[config.mk]
export PLATFORM = sky130hd
export DESIGN_NAME = port_link_flat
export DESIGN_NICKNAME = d
export VERILOG_FILES = /design/src/rtl/slug_port_pkg.sv /design/src/rtl/port_link_if.sv /design/src/rtl/port_link_fifo.sv /design/src/rtl/port_link.sv /design/src/flat_wrapper.sv
export SDC_FILE = /design/constraint.sdc
export NUM_CORES = 1
export LEC_CHECK = 0
export ABC_AREA = 1
export CAP_MARGIN = 20
export CORE_MARGIN = 5
export CORE_UTILIZATION = 51
export CTS_BUF_LIST = sky130_fd_sc_hd__clkbuf_4 sky130_fd_sc_hd__clkbuf_8 sky130_fd_sc_hd__clkbuf_16
export CTS_CLUSTER_SIZE = 14
export DETAILED_ROUTE_END_ITERATION = 10
export PLACE_DENSITY = 0.8
export SLEW_MARGIN = 20
export SYNTH_ARGS = -nofsm -noshare
export SYNTH_HDL_FRONTEND = slang
export SYNTH_SLANG_ARGS = --single-unit
[constraint.sdc]
create_clock -name clk -period 2.3 [get_ports clk]
set_clock_uncertainty 0.05 [all_clocks]
set_input_delay 0.46 -clock clk [delete_from_list [all_inputs] [get_ports clk]]
set_output_delay 0.46 -clock clk [all_outputs]
set_load 0.005 [all_outputs]
[src/rtl/slug_port_pkg.sv]
// slug_port_pkg: port bit positions and byte type shared by port_link and its FIFOs
package slug_port_pkg;
  localparam int TX_REQ_BIT    = 8;
  localparam int RX_ACK_BIT    = 9;
  localparam int TX_ACK_BIT    = 8;
  localparam int RX_REQ_BIT    = 9;
  localparam int TX_FULL_BIT   = 10;
  localparam int RX_NEMPTY_BIT = 11;
  typedef logic [7:0] byte_t;
endpackage

[src/rtl/port_link_if.sv]
// port_link_if: CPU port pair plus host byte streams; slave side is the port_link responder
interface port_link_if;
  import slug_port_pkg::*;
  logic [31:0] port_out;
  logic [31:0] port_in;
  byte_t       m_data;
  logic        m_valid;
  logic        m_ready;
  byte_t       s_data;
  logic        s_valid;
  logic        s_ready;
  modport slave (input port_out, m_ready, s_data, s_valid, output port_in, m_data, m_valid, s_ready);
  modport master (output port_out, m_ready, s_data, s_valid, input port_in, m_data, m_valid, s_ready);
endinterface

[src/rtl/port_link_fifo.sv]
// byte_fifo: sync-reset circular byte buffer; push on full is accepted only alongside a pop
module byte_fifo
  import slug_port_pkg::*;
#(
  parameter int DEPTH = 4
) (
  input  logic                   clk,
  input  logic                   rst,
  input  logic                   push_i,
  input  byte_t                  data_i,
  input  logic                   pop_i,
  output byte_t                  head_o,
  output logic                   full_o,
  output logic                   empty_o,
  output logic [$clog2(DEPTH):0] count_o
);
  localparam int AW = $clog2(DEPTH);
  byte_t         mem_q [DEPTH];
  logic [AW-1:0] wr_q, wr_d, rd_q, rd_d;
  logic [AW:0]   cnt_q, cnt_d;
  logic          do_push, do_pop;
  assign empty_o = cnt_q == '0;
  assign full_o  = cnt_q == (AW+1)'(DEPTH);
  assign count_o = cnt_q;
  assign head_o  = mem_q[rd_q];
  // qualify requests and advance pointers/count
  always_comb begin
    do_pop  = pop_i && !empty_o;
    do_push = push_i && (!full_o || do_pop);
    wr_d    = do_push ? wr_q + 1'b1 : wr_q;
    rd_d    = do_pop ? rd_q + 1'b1 : rd_q;
    cnt_d   = (do_push && !do_pop) ? cnt_q + 1'b1 : (do_pop && !do_push) ? cnt_q - 1'b1 : cnt_q;
  end
  // pointer and count registers; reset empties the buffer without clearing storage
  always_ff @(posedge clk) begin
    if (rst) begin
      wr_q  <= '0;
      rd_q  <= '0;
      cnt_q <= '0;
    end else begin
      wr_q  <= wr_d;
      rd_q  <= rd_d;
      cnt_q <= cnt_d;
    end
  end
  // storage write
  always_ff @(posedge clk) begin
    if (do_push) mem_q[wr_q] <= data_i;
  end
endmodule

[src/rtl/port_link.sv]
// port_link: slug CPU port-pair responder bridging toggle handshakes to byte streams; PORT_LINK_LOOPBACK_EN routes TX back to RX
module port_link
  import slug_port_pkg::*;
#(
  parameter int DEPTH = 4
) (
  input  logic          clk,
  input  logic          rst,
  port_link_if.slave    link_io
);
  localparam int AW = $clog2(DEPTH);
  logic          tx_ack_q, tx_ack_d, rx_req_q, rx_req_d;
  byte_t         rx_byte_q, rx_byte_d;
  logic          tx_push, tx_pop, tx_full, tx_empty;
  logic          rx_push, rx_pop, rx_full, rx_empty;
  byte_t         tx_head, rx_head, rx_data;
  logic [AW:0]   tx_count_unused, rx_count_unused;
  logic [21:0]   port_out_unused;
  assign port_out_unused = link_io.port_out[31:10];
`ifdef PORT_LINK_LOOPBACK_EN
  logic [9:0]    host_unused;
  assign host_unused    = {link_io.m_ready, link_io.s_valid, link_io.s_data};
  assign tx_pop         = !tx_empty && !rx_full;
  assign rx_push        = tx_pop;
  assign rx_data        = tx_head;
  assign link_io.m_valid = 1'b0;
  assign link_io.s_ready = 1'b0;
`else
  assign tx_pop         = !tx_empty && link_io.m_ready;
  assign rx_push        = link_io.s_valid && !rx_full;
  assign rx_data        = link_io.s_data;
  assign link_io.m_valid = !tx_empty;
  assign link_io.s_ready = !rx_full;
`endif
  assign link_io.m_data = tx_head;
  // toggle handshakes: accept a CPU byte when the request toggle differs and TX has room; present an RX byte when the CPU has caught up
  always_comb begin
    tx_push   = (link_io.port_out[TX_REQ_BIT] != tx_ack_q) && !tx_full;
    tx_ack_d  = tx_push ? link_io.port_out[TX_REQ_BIT] : tx_ack_q;
    rx_pop    = (rx_req_q == link_io.port_out[RX_ACK_BIT]) && !rx_empty;
    rx_req_d  = rx_pop ? !rx_req_q : rx_req_q;
    rx_byte_d = rx_pop ? rx_head : rx_byte_q;
  end
  // handshake state registers
  always_ff @(posedge clk) begin
    if (rst) begin
      tx_ack_q  <= 1'b0;
      rx_req_q  <= 1'b0;
      rx_byte_q <= '0;
    end else begin
      tx_ack_q  <= tx_ack_d;
      rx_req_q  <= rx_req_d;
      rx_byte_q <= rx_byte_d;
    end
  end
  // CPU input port image
  always_comb begin
    link_io.port_in                = '0;
    link_io.port_in[7:0]           = rx_byte_q;
    link_io.port_in[TX_ACK_BIT]    = tx_ack_q;
    link_io.port_in[RX_REQ_BIT]    = rx_req_q;
    link_io.port_in[TX_FULL_BIT]   = tx_full;
    link_io.port_in[RX_NEMPTY_BIT] = !rx_empty;
  end
  byte_fifo #(.DEPTH(DEPTH)) tx_fifo (
    .clk(clk), .rst(rst), .push_i(tx_push), .data_i(link_io.port_out[7:0]), .pop_i(tx_pop),
    .head_o(tx_head), .full_o(tx_full), .empty_o(tx_empty), .count_o(tx_count_unused)
  );
  byte_fifo #(.DEPTH(DEPTH)) rx_fifo (
    .clk(clk), .rst(rst), .push_i(rx_push), .data_i(rx_data), .pop_i(rx_pop),
    .head_o(rx_head), .full_o(rx_full), .empty_o(rx_empty), .count_o(rx_count_unused)
  );
endmodule

[src/flat_wrapper.sv]
// flat-port wrapper written by rule: the top's interface ports become plain ports
module port_link_flat import slug_port_pkg::*;
#(
  parameter int DEPTH = 4
)
  (clk, rst, link_io_port_out, link_io_m_ready, link_io_s_data, link_io_s_valid, link_io_port_in, link_io_m_data, link_io_m_valid, link_io_s_ready);
  port_link_if link_io_i ();
  input  logic clk;
  input  logic rst;
  input wire logic [$bits(link_io_i.port_out)-1:0] link_io_port_out;
  input wire logic [$bits(link_io_i.m_ready)-1:0] link_io_m_ready;
  input wire logic [$bits(link_io_i.s_data)-1:0] link_io_s_data;
  input wire logic [$bits(link_io_i.s_valid)-1:0] link_io_s_valid;
  output wire logic [$bits(link_io_i.port_in)-1:0] link_io_port_in;
  output wire logic [$bits(link_io_i.m_data)-1:0] link_io_m_data;
  output wire logic [$bits(link_io_i.m_valid)-1:0] link_io_m_valid;
  output wire logic [$bits(link_io_i.s_ready)-1:0] link_io_s_ready;
  assign link_io_i.port_out = link_io_port_out;
  assign link_io_i.m_ready = link_io_m_ready;
  assign link_io_i.s_data = link_io_s_data;
  assign link_io_i.s_valid = link_io_s_valid;
  assign link_io_port_in = link_io_i.port_in;
  assign link_io_m_data = link_io_i.m_data;
  assign link_io_m_valid = link_io_i.m_valid;
  assign link_io_s_ready = link_io_i.s_ready;
  port_link #(.DEPTH(DEPTH)) u_core (.clk(clk), .rst(rst), .link_io(link_io_i));
endmodule
**Yosys cells after proc, flatten, opt, wreduce, memory -nomap -nowiden**

Memories as Yosys holds them, arrays and structs flattened. A register that Yosys moved wholly into a read port is not among the register bits.
Index checks and enable logic that the tools add are counted.
Widths: inputs -> output; s select.

- Mux-type cells: 10
- Reduce and logical (&&, ||, !) cells: 27
- $add $sub $neg: 8
- Eq/ne operators: 4

Operators with widths:

| kind | number |
|---|---|
| $logic_and 1x1->1 | 12 |
| $mux 3 | 4 |
| $logic_not 1->1 | 9 |
| $add 2x1->2 const B | 4 |
| $add 3x1->3 const B | 2 |
| $eq 3x3->1 const B | 2 |
| $logic_not 3->1 | 2 |
| $sub 3x1->3 const B | 2 |
| $mux 1 | 4 |
| $mux 2 | 2 |
| $reduce_bool 2->1 | 2 |
| $logic_or 1x1->1 | 2 |
| $eq 1x1->1 | 1 |
| $ne 1x1->1 | 1 |

- Register bits: 16
- Input port bits: 44
- Output and inout bits: 42
- Bits in writable memories: 64
- Memories kept: 2
- Word-level logic and storage cells: 59

Memories:

| memory | words | bits a word | rd ports | clocked after Yosys merged registers in | wr ports | RTL line | text |
|---|---|---|---|---|---|---|---|
| u_core.rx_fifo.mem_q | 4 | 8 | 1 | 1 | 1 | port_link_fifo.sv:18 | `byte_t mem_q [DEPTH];` |
| u_core.tx_fifo.mem_q | 4 | 8 | 1 | 1 | 1 | port_link_fifo.sv:18 |  |

**Depth between registers and ports, before layout**

Gate-level depths: netlist (run 1).

- Depth after elaboration: 10
- Depth in mapped cells: 14
- Gate-level depth less buffers: 13

**Cells and area by module**

A second synthesis (run 1) with hierarchy kept.

- Cells, all modules: 410
- Area, all modules: 4147.7 sq um

Modules (own cells, without submodules):

| module | cells each | times used | sequential area each (sq um) | area an instance (sq um) |
|---|---|---|---|---|
| byte_fifo | 148 | 2 | 1141.1 | 1702.9 |
| port_link | 114 | 1 | 200.2 | 742.0 |

**Least setup slack after synthesis (run 1)**

OpenSTA, ideal clock, no wires.

- Path type: input to register
- Start: input port link_io_port_out[8]
- End: register u_core.tx_fifo.cnt_q[2] (netlist: u_core.tx_fifo.count_o[2])
- Data required time: 2.137 ns
- Data arrival time: 1.812 ns
- Library setup time: 0.113 ns
- Setup slack: 0.326 ns
- Cell stages on the path: 10
- Buffers on the path: 0
- Path through: xor2_2 nand2_1 inv_1 ha_1 inv_2 fa_1 a21oi_1 nand2_1 nor2_1 nor2_1

- Word-level cells in the longest chain between the ends: 6
- Elaborated cells on any way between the ends: 8
- Those cells by class: 1 x eq/ne; 1 x mux; 6 x reduce/logical

Ends and longest elaborated chain:

| item | RTL line | text |
|---|---|---|
| start, declared | flat_wrapper.sv:10 | `input wire logic [$bits(link_io_i.port_out)-1:0] link_io_port_out;` |
| $ne 1x1->1 * | port_link.sv:38 | `tx_push = (link_io.port_out[TX_REQ_BIT] != tx_ack_q) && !tx_full;` |
| $logic_and 1x1->1 * | port_link.sv:38 |  |
| $logic_and 1x1->1 * | port_link_fifo.sv:29 | `do_push = push_i && (!full_o \|\| do_pop);` |
| net u_core.tx_fifo.do_push | port_link_fifo.sv:21 | `logic do_push, do_pop;` |
| $logic_not 1->1 | port_link_fifo.sv:32 | `cnt_d = (do_push && !do_pop) ? cnt_q + 1'b1 : (do_pop && !do_push) ? cnt_q - 1'b1 : cnt_q;` |
| $logic_and 1x1->1 | port_link_fifo.sv:32 |  |
| $reduce_bool 2->1 (no line) | -- |  |
| end signal, assigned | port_link_fifo.sv:43 | `cnt_q <= cnt_d;` |
| end, declared | port_link_fifo.sv:20 | `logic [AW:0] cnt_q, cnt_d;` |

Mark *: on every way through the listed nets, which the timed path passes. The rest lies on a longest branch.
A chain may end at the register's enable or synchronous reset.

==> results.json, run 1 <==
{
  "r2r_start": "u_core.tx_fifo.count_o[0]",
  "path_cells": "inv_4 > o21ai_0 > o22ai_1 > clkdlybuf4s50_1",
  "finalNonFillerCells": 584,
  "drc": 0,
  "core_area_um2": 7810,
  "placed_cells": 567,
  "ys_types": 27,
  "crit_arrival_ns": 1.71,
  "die_w_um": 99.9,
  "grt_usage": 0.144,
  "port_buffers": 43,
  "seq_power_share": 0.421,
  "drive_gt1_frac": 0.145,
  "clkSinkCount": 90,
  "htreeDepth": 3,
  "synth_warnings": 0,
  "die_y_um": 99.9,
  "r2r_slack_ns": 0.36,
  "worstPathMaxFanout": 16,
  "postLayoutCoreUtil": 0.623,
  "p_sw_frac": 0.334,
  "grt_pass1_wl_mm": 11.3,
  "fp-row-count": 32,
  "finalHoldViolations": 0,
  "postCtsHoldBufs": 0,
  "critical_path_class": "register to output pin",
  "synth-seq-cells": 90,
  "r2r_end": "u_core.tx_fifo.count_o[2]",
  "fin_crit_sh": 0.967,
  "slew_violations": 0,
  "dr_total_vias": 2755,
  "dieArea_um2": 9970,
  "fmax_mhz": 449,
  "worst_pin_slew_ns": 0.498,
  "clock_path_buffers": 2,
  "root_buffer": "clkbuf_8",
  "slew_headroom": 0.668,
  "cts_made_buffers": 9,
  "syn2layout_area_growth_pct": 18.2,
  "antenna_found_initial": 0,
  "setup_viol": 0,
  "power_density_nw_per_um2": 1120,
  "stdcell_area_um2": 4870,
  "critPathRequiredTime_ns": 1.79,
  "seq_area_frac_synth": 0.593,
  "status": "finished clean",
  "initial_core_util": 0.528,
  "drt_first_pass_iters": 5,
  "clk_pin_slew_ns": 0.09,
  "ant_nets": 0,
  "clock_latency_ns": 0.35,
  "intPower_uw": 3620,
  "hold_slack_ns": 0.453,
  "p_clk_frac": 0.219,
  "post-route-min-period_ns": 2.22,
  "place_congestion": 0.768,
  "drt_iter0_drc": 94,
  "comb_power_share": 0.360,
  "ir_drop_uv": 627,
  "dp.final_hpwl_mm": 5.04,
  "synth_area_um2": 4120,
  "drt_wl_total_mm": 7.04,
  "drv_cap": 0,
  "cp-endpoint": "link_io_m_data[1]",
  "via_per_inst": 4.72,
  "critPathMaxStageDelay_ns": 0.53,
  "io_pins": 86,
  "place_area_um2": 4620,
  "syn_avg_cell_area_um2": 9.88,
  "finalNetCount": 533,
  "leakage_uw": 0.00209,
  "switchingPower_uw": 1810,
  "critPathCaptureType": "output pin",
  "syn_inst": 417,
  "overflow": 0,
  "power_uw": 5430,
  "min_path_type": "register to register",
  "wire_per_inst_um": 12.1,
  "antennaDiodeCount": 0,
  "first_global_vias": 2512,
  "rsz0062_at_grt": "no",
  "worstSetupStartpointType": "register",
  "slowest_stage": "clkdlybuf4s50_1",
  "grt_start_max_net_pins": 20,
  "tritoncts": "done",
  "ff2ff_path_depth": 11
}
cells in the final DEF, fill, tap and decap left out, types with 9 or more instances in the layout:
| master | count |
|---|---|
| clkdlybuf4s50_1 | 42 |
| nand2_2 | 12 |
| inv_1 | 60 |
| edfxtp_1 | 64 |
| buf_4 | 18 |
| conb_1 | 20 |
| nor2_1 | 52 |
| clkbuf_8 | 9 |
| nand3_1 | 24 |
| dfxtp_1 | 24 |
| o21ai_0 | 12 |
| inv_2 | 13 |
| o21ai_1 | 11 |
| ha_1 | 10 |
| nand2_1 | 69 |
| a21oi_1 | 12 |
critical path: cells and delay by family (launching register included):
kind                   cells  cell delay (ns)
buffers and inverters      2             0.68
DFF                        1             0.40
AOI/OAI and AO/OA          2             0.27
sequential cells by signal (all words and copies together), names as in the netlist, named ones only:
| register | cells |
|---|---|
| u_core.tx_fifo.rd_q | 2 |
| u_core.rx_fifo.count_o | 3 |
| u_core.rx_req_q | 1 |
| u_core.rx_fifo.rd_q | 2 |
| u_core.tx_fifo.mem_q | 32 |
| u_core.tx_fifo.wr_q | 2 |
| u_core.tx_ack_q | 1 |
| u_core.tx_fifo.count_o | 3 |
| u_core.rx_fifo.wr_q | 2 |
| u_core.rx_byte_q | 8 |
| u_core.rx_fifo.mem_q | 32 |
cells by family after synthesis:
kind of cell	synth area share
adder cells (fa/ha/maj)	0.0401
AO/OA/AOI/OAI	0.0608
buffers and inverters	0.132
flip-flops	0.593
XOR/XNOR	0.00395
other	0.000910
AND/OR/NAND/NOR	0.170
synthesized netlist by cell type:
master | instances | area (um2)
fa_1 | 2 | 40.0
ha_1 | 10 | 125
nand3_4 | 1 | 17.5
a21oi_2 | 2 | 17.5
nand2_4 | 2 | 22.5
nand3_2 | 1 | 10.0
buf_8 | 1 | 15.0
nor2_1 | 52 | 195
inv_1 | 61 | 229
o22ai_1 | 8 | 50.1
inv_8 | 1 | 11.3
buf_12 | 1 | 20.0
edfxtp_1 | 64 | 1920
conb_1 | 1 | 3.75
o21a_1 | 1 | 7.51
nand2_2 | 12 | 75.1
a21oi_1 | 12 | 60.1
inv_2 | 13 | 48.8
o21ai_1 | 11 | 55.1
buf_2 | 3 | 15.0
buf_6 | 2 | 22.5
buf_4 | 24 | 180
nand3_1 | 24 | 120
o21ai_0 | 12 | 60.1
xor2_2 | 1 | 16.3
dfxtp_1 | 26 | 521
nand2_1 | 69 | 259
final cells by class:
type	instances	area [um2]
Clock buffer	10	131
Clock inverter	6	95.1
Fill cell	623	2940
Inverter	75	292
Multi-Input combinational cell	240	1210
Sequential cell	90	2450
Tap cell	102	128
Timing Repair Buffer	61	568
routing by layer:
layer | up-vias | part of all wire | global-route usage
li1 | 1411 | - | -
met1 | 1255 | 0.42 | 0.174
met2 | 81 | 0.49 | 0.251
met3 | 8 | 0.077 | 0.0382
met4 | 0 | 0.0094 | 0.0441
met5 | - | 0 | 0
per-stage QoR:
step           setup TNS, ns  setup WS [ns]
6_report                   0         0.0751
3_5_place_dp          -0.534         -0.285
2_1_floorplan              0          0.326
4_1_cts                    0         0.0105
3_3_place_gp          -0.354         -0.232
5_1_grt                    0        0.00180
power groups by stage:
| stage | clock network, uW | registers (uW) | logic [uW] |
|---|---|---|---|
| after global placement | 0 | 2300 | 1890 |
| after detailed placement | 0 | 2320 | 1950 |
| final | 1190 | 2290 | 1950 |
| after CTS | 1210 | 2290 | 1960 |
| after global routing | 1300 | 2320 | 2220 |
| after floorplan | 0 | 2250 | 1340 |
what timing repair did:
item	CTS	global route
setup endpoints to repair	8	8
setup buffers	0	1
resized for setup	4	2
pin swaps	0	0
worst min-delay path by stage:
stage | depth (start not counted) | start | slack (ns) | endpoint
finish | 2 | u_core.tx_fifo.rd_q[1] | 0.45 | register
global route | 2 | u_core.tx_fifo.rd_q[1] | 0.48 | register
CTS | 2 | u_core.tx_fifo.count_o[1] | 0.46 | u_core.tx_fifo.count_o[1]
detailed placement | 2 | u_core.tx_fifo.rd_q[1] | 0.44 | u_core.tx_fifo.rd_q[1]
global placement | 2 | u_core.tx_fifo.count_o[1] | 0.44 | u_core.tx_fifo.count_o[1]
floorplan | 2 | u_core.tx_fifo.rd_q[1] | 0.41 | register
(Power assumes the default switching activity.)
==> inputs of run 2 (changes only) <==
==> constraint.sdc (replaced) <==
create_clock -name clk -period 2.3 [get_ports clk]
set_clock_uncertainty 0.05 [all_clocks]
set_input_delay 0.345 -clock clk [delete_from_list [all_inputs] [get_ports clk]]
set_output_delay 0.345 -clock clk [all_outputs]
set_load 0.005 [all_outputs]
==> run 2 against run 1 <==
  * Sequential power about the same
  * Die area unchanged
  * Count of clock-buffer cells in the layout up 1
  * Critical path type unchanged
  * Non-clock buffer count down 3
  * Largest power group unchanged
  * Sequential share of layout area up 0.68 points
  * Critical path depth down 1
==> results.json, run 2 (synthesis gave the netlist of run 1 again) <==
{
  "status": "finished clean",
  "htreeDepth": 3,
  "critPathMaxStageDelay_ns": 0.55,
  "critPathCaptureType": "output pin",
  "tritoncts": "done",
  "power_density_nw_per_um2": 1080,
  "slowest_stage": "clkdlybuf4s50_1",
  "dp.final_hpwl_mm": 4.97,
  "root_buffer": "clkbuf_8",
  "fmax_mhz": 460,
  "ir_drop_uv": 534,
  "cp-endpoint": "link_io_m_data[2]",
  "clock_path_buffers": 2,
  "cp_top_family": "buffers and inverters",
  "setup_viol": 0,
  "crit_arrival_ns": 1.78,
  "rsz0062_at_grt": "yes",
  "finalHoldViolations": 0,
  "drv_cap": 0,
  "finalNetCount": 530,
  "place_area_um2": 4600,
  "drive_gt1_frac": 0.138,
  "die_w_um": 99.9,
  "antenna_found_initial": 0,
  "largest_registers": "u_core.rx_fifo.mem_q (32), u_core.tx_fifo.mem_q (32), u_core.rx_byte_q (8)",
  "slew_headroom": 0.665,
  "stdcell_area_um2": 4790,
  "clk_pin_slew_ns": 0.09,
  "critical_path_class": "register to output pin",
  "path_cells": "o21ai_0 > o22ai_1 > clkdlybuf4s50_1",
  "fillers": 607,
  "grt_start_max_net_pins": 20,
  "setup_ws_ns": 0.125,
  "top_usage_layer": "met2",
  "grt_usage": 0.144,
  "r2r_start": "u_core.tx_fifo.count_o[0]",
  "finalNonFillerCells": 581,
  "worstPathMaxFanout": 9,
  "place_ws_ns": -0.214,
  "overflow": 0,
  "worstSetupPathDepth": 3,
  "gr-usage-met2": 0.253,
  "drt_iter0_drc": 157,
  "place_congestion": 0.765,
  "worstSetupStartpointType": "register",
  "core_area_um2": 7810,
  "clock_latency_ns": 0.35,
  "leakage_uw": 0.00204,
  "ant_nets": 0,
  "fp-row-count": 32,
  "initial_core_util": 0.528,
  "drt_first_pass_iters": 4,
  "use_met3": 0.0466,
  "cts_made_buffers": 9,
  "layout_commonest_cell": "nand2_1",
  "slew_violations": 0,
  "critPathRequiredTime_ns": 1.90,
  "first_global_vias": 2534,
  "r2r_slack_ns": 0.30,
  "die_y_um": 99.9,
  "postCtsHoldBufs": 0,
  "grt_pass1_wl_mm": 11.1,
  "path_buf_inv": 1,
  "min_path_type": "register to register",
  "r2r_end": "u_core.tx_fifo.count_o[2]",
  "dieArea_um2": 9970,
  "clkSinkCount": 90,
  "grtUsageMet1": 0.164,
  "worst_pin_slew_ns": 0.502,
  "placed_cells": 564,
  "syn2layout_area_growth_pct": 16.4,
  "fin_crit_sh": 0.946,
  "post-route-min-period_ns": 2.18,
  "via_per_inst": 4.68,
  "port_buffers": 43,
  "antennaDiodeCount": 0,
  "wire_per_inst_um": 12.2,
  "layout_common_cells": "69 x nand2_1, 64 x edfxtp_1, 60 x inv_1",
  "dr_total_vias": 2720,
  "ff2ff_path_depth": 11,
  "drc": 0,
  "drt_wl_total_mm": 7.10,
  "io_pins": 86
}
==> run 2: what timing repair did <==
| action | 4_1_cts | 5_1_grt |
|---|---|---|
| endpoints found under the setup margin | 8 | 5 |
| setup buffers | 0 | 1 |
| pin swaps | 0 | 1 |
| gates resized for setup | 1 | 2 |
| cloned | 0 | 0 |
==> run 2: routing by layer <==
metal	part of all wire	wire length, um
met3	0.073	517
met2	0.51	3580
met1	0.41	2920
met4	0.010	73
met5	0	0
==> run 2: worst min path at each step <==
stage / from / end / slack [ns] / cells after the start
2_1_floorplan: rst / u_core.rx_fifo.rd_q[0] / 0.36 / 1
3_3_place_gp: u_core.tx_fifo.count_o[1] / u_core.tx_fifo.count_o[1] / 0.43 / 2
3_5_place_dp: u_core.tx_fifo.count_o[1] / u_core.tx_fifo.count_o[1] / 0.44 / 2
4_1_cts: u_core.tx_fifo.count_o[1] / u_core.tx_fifo.count_o[1] / 0.46 / 2
5_1_grt: u_core.tx_fifo.count_o[1] / u_core.tx_fifo.count_o[1] / 0.49 / 2
6_report: u_core.tx_fifo.count_o[1] / u_core.tx_fifo.count_o[1] / 0.45 / 2
==> run 2: stage by stage <==
step                total power (uW)  utilization  hold WS (ns)   TNS, ns
global route                    5570        0.614         0.486  -0.00177
global placement                4170        0.589         0.434    -0.121
finish                          5200        0.614         0.454         0
detailed placement              4250        0.589         0.444    -0.274
floorplan                       3580            -         0.357         0
CTS                             5240        0.613         0.456         0
==> run 2: final cells by class <==
class	instances	area, um2	area share
Sequential cell	90	2440	0.510
Inverter	75	292	0.0608
Multi-Input combinational cell	240	1210	0.252
Clock buffer	11	145	0.0303
Clock inverter	5	37.5	0.00783
Timing Repair Buffer	58	543	0.113
Tap cell	102	128	0.0266
==> run 2: power breakdown <==
group | internal, uW | leakage [uW] | switching (uW)
registers | 2070 | 0.000802 | 186
clock network | 440 | 0.0000898 | 537
logic | 880 | 0.00115 | 1080
total | 3400 | 0.00204 | 1800
==> run 2: worst min-delay path: stages (launching register included) <==
cell and delay, ns:
dfxtp_1 0.34, inv_2 0.07, a21oi_1 0.06
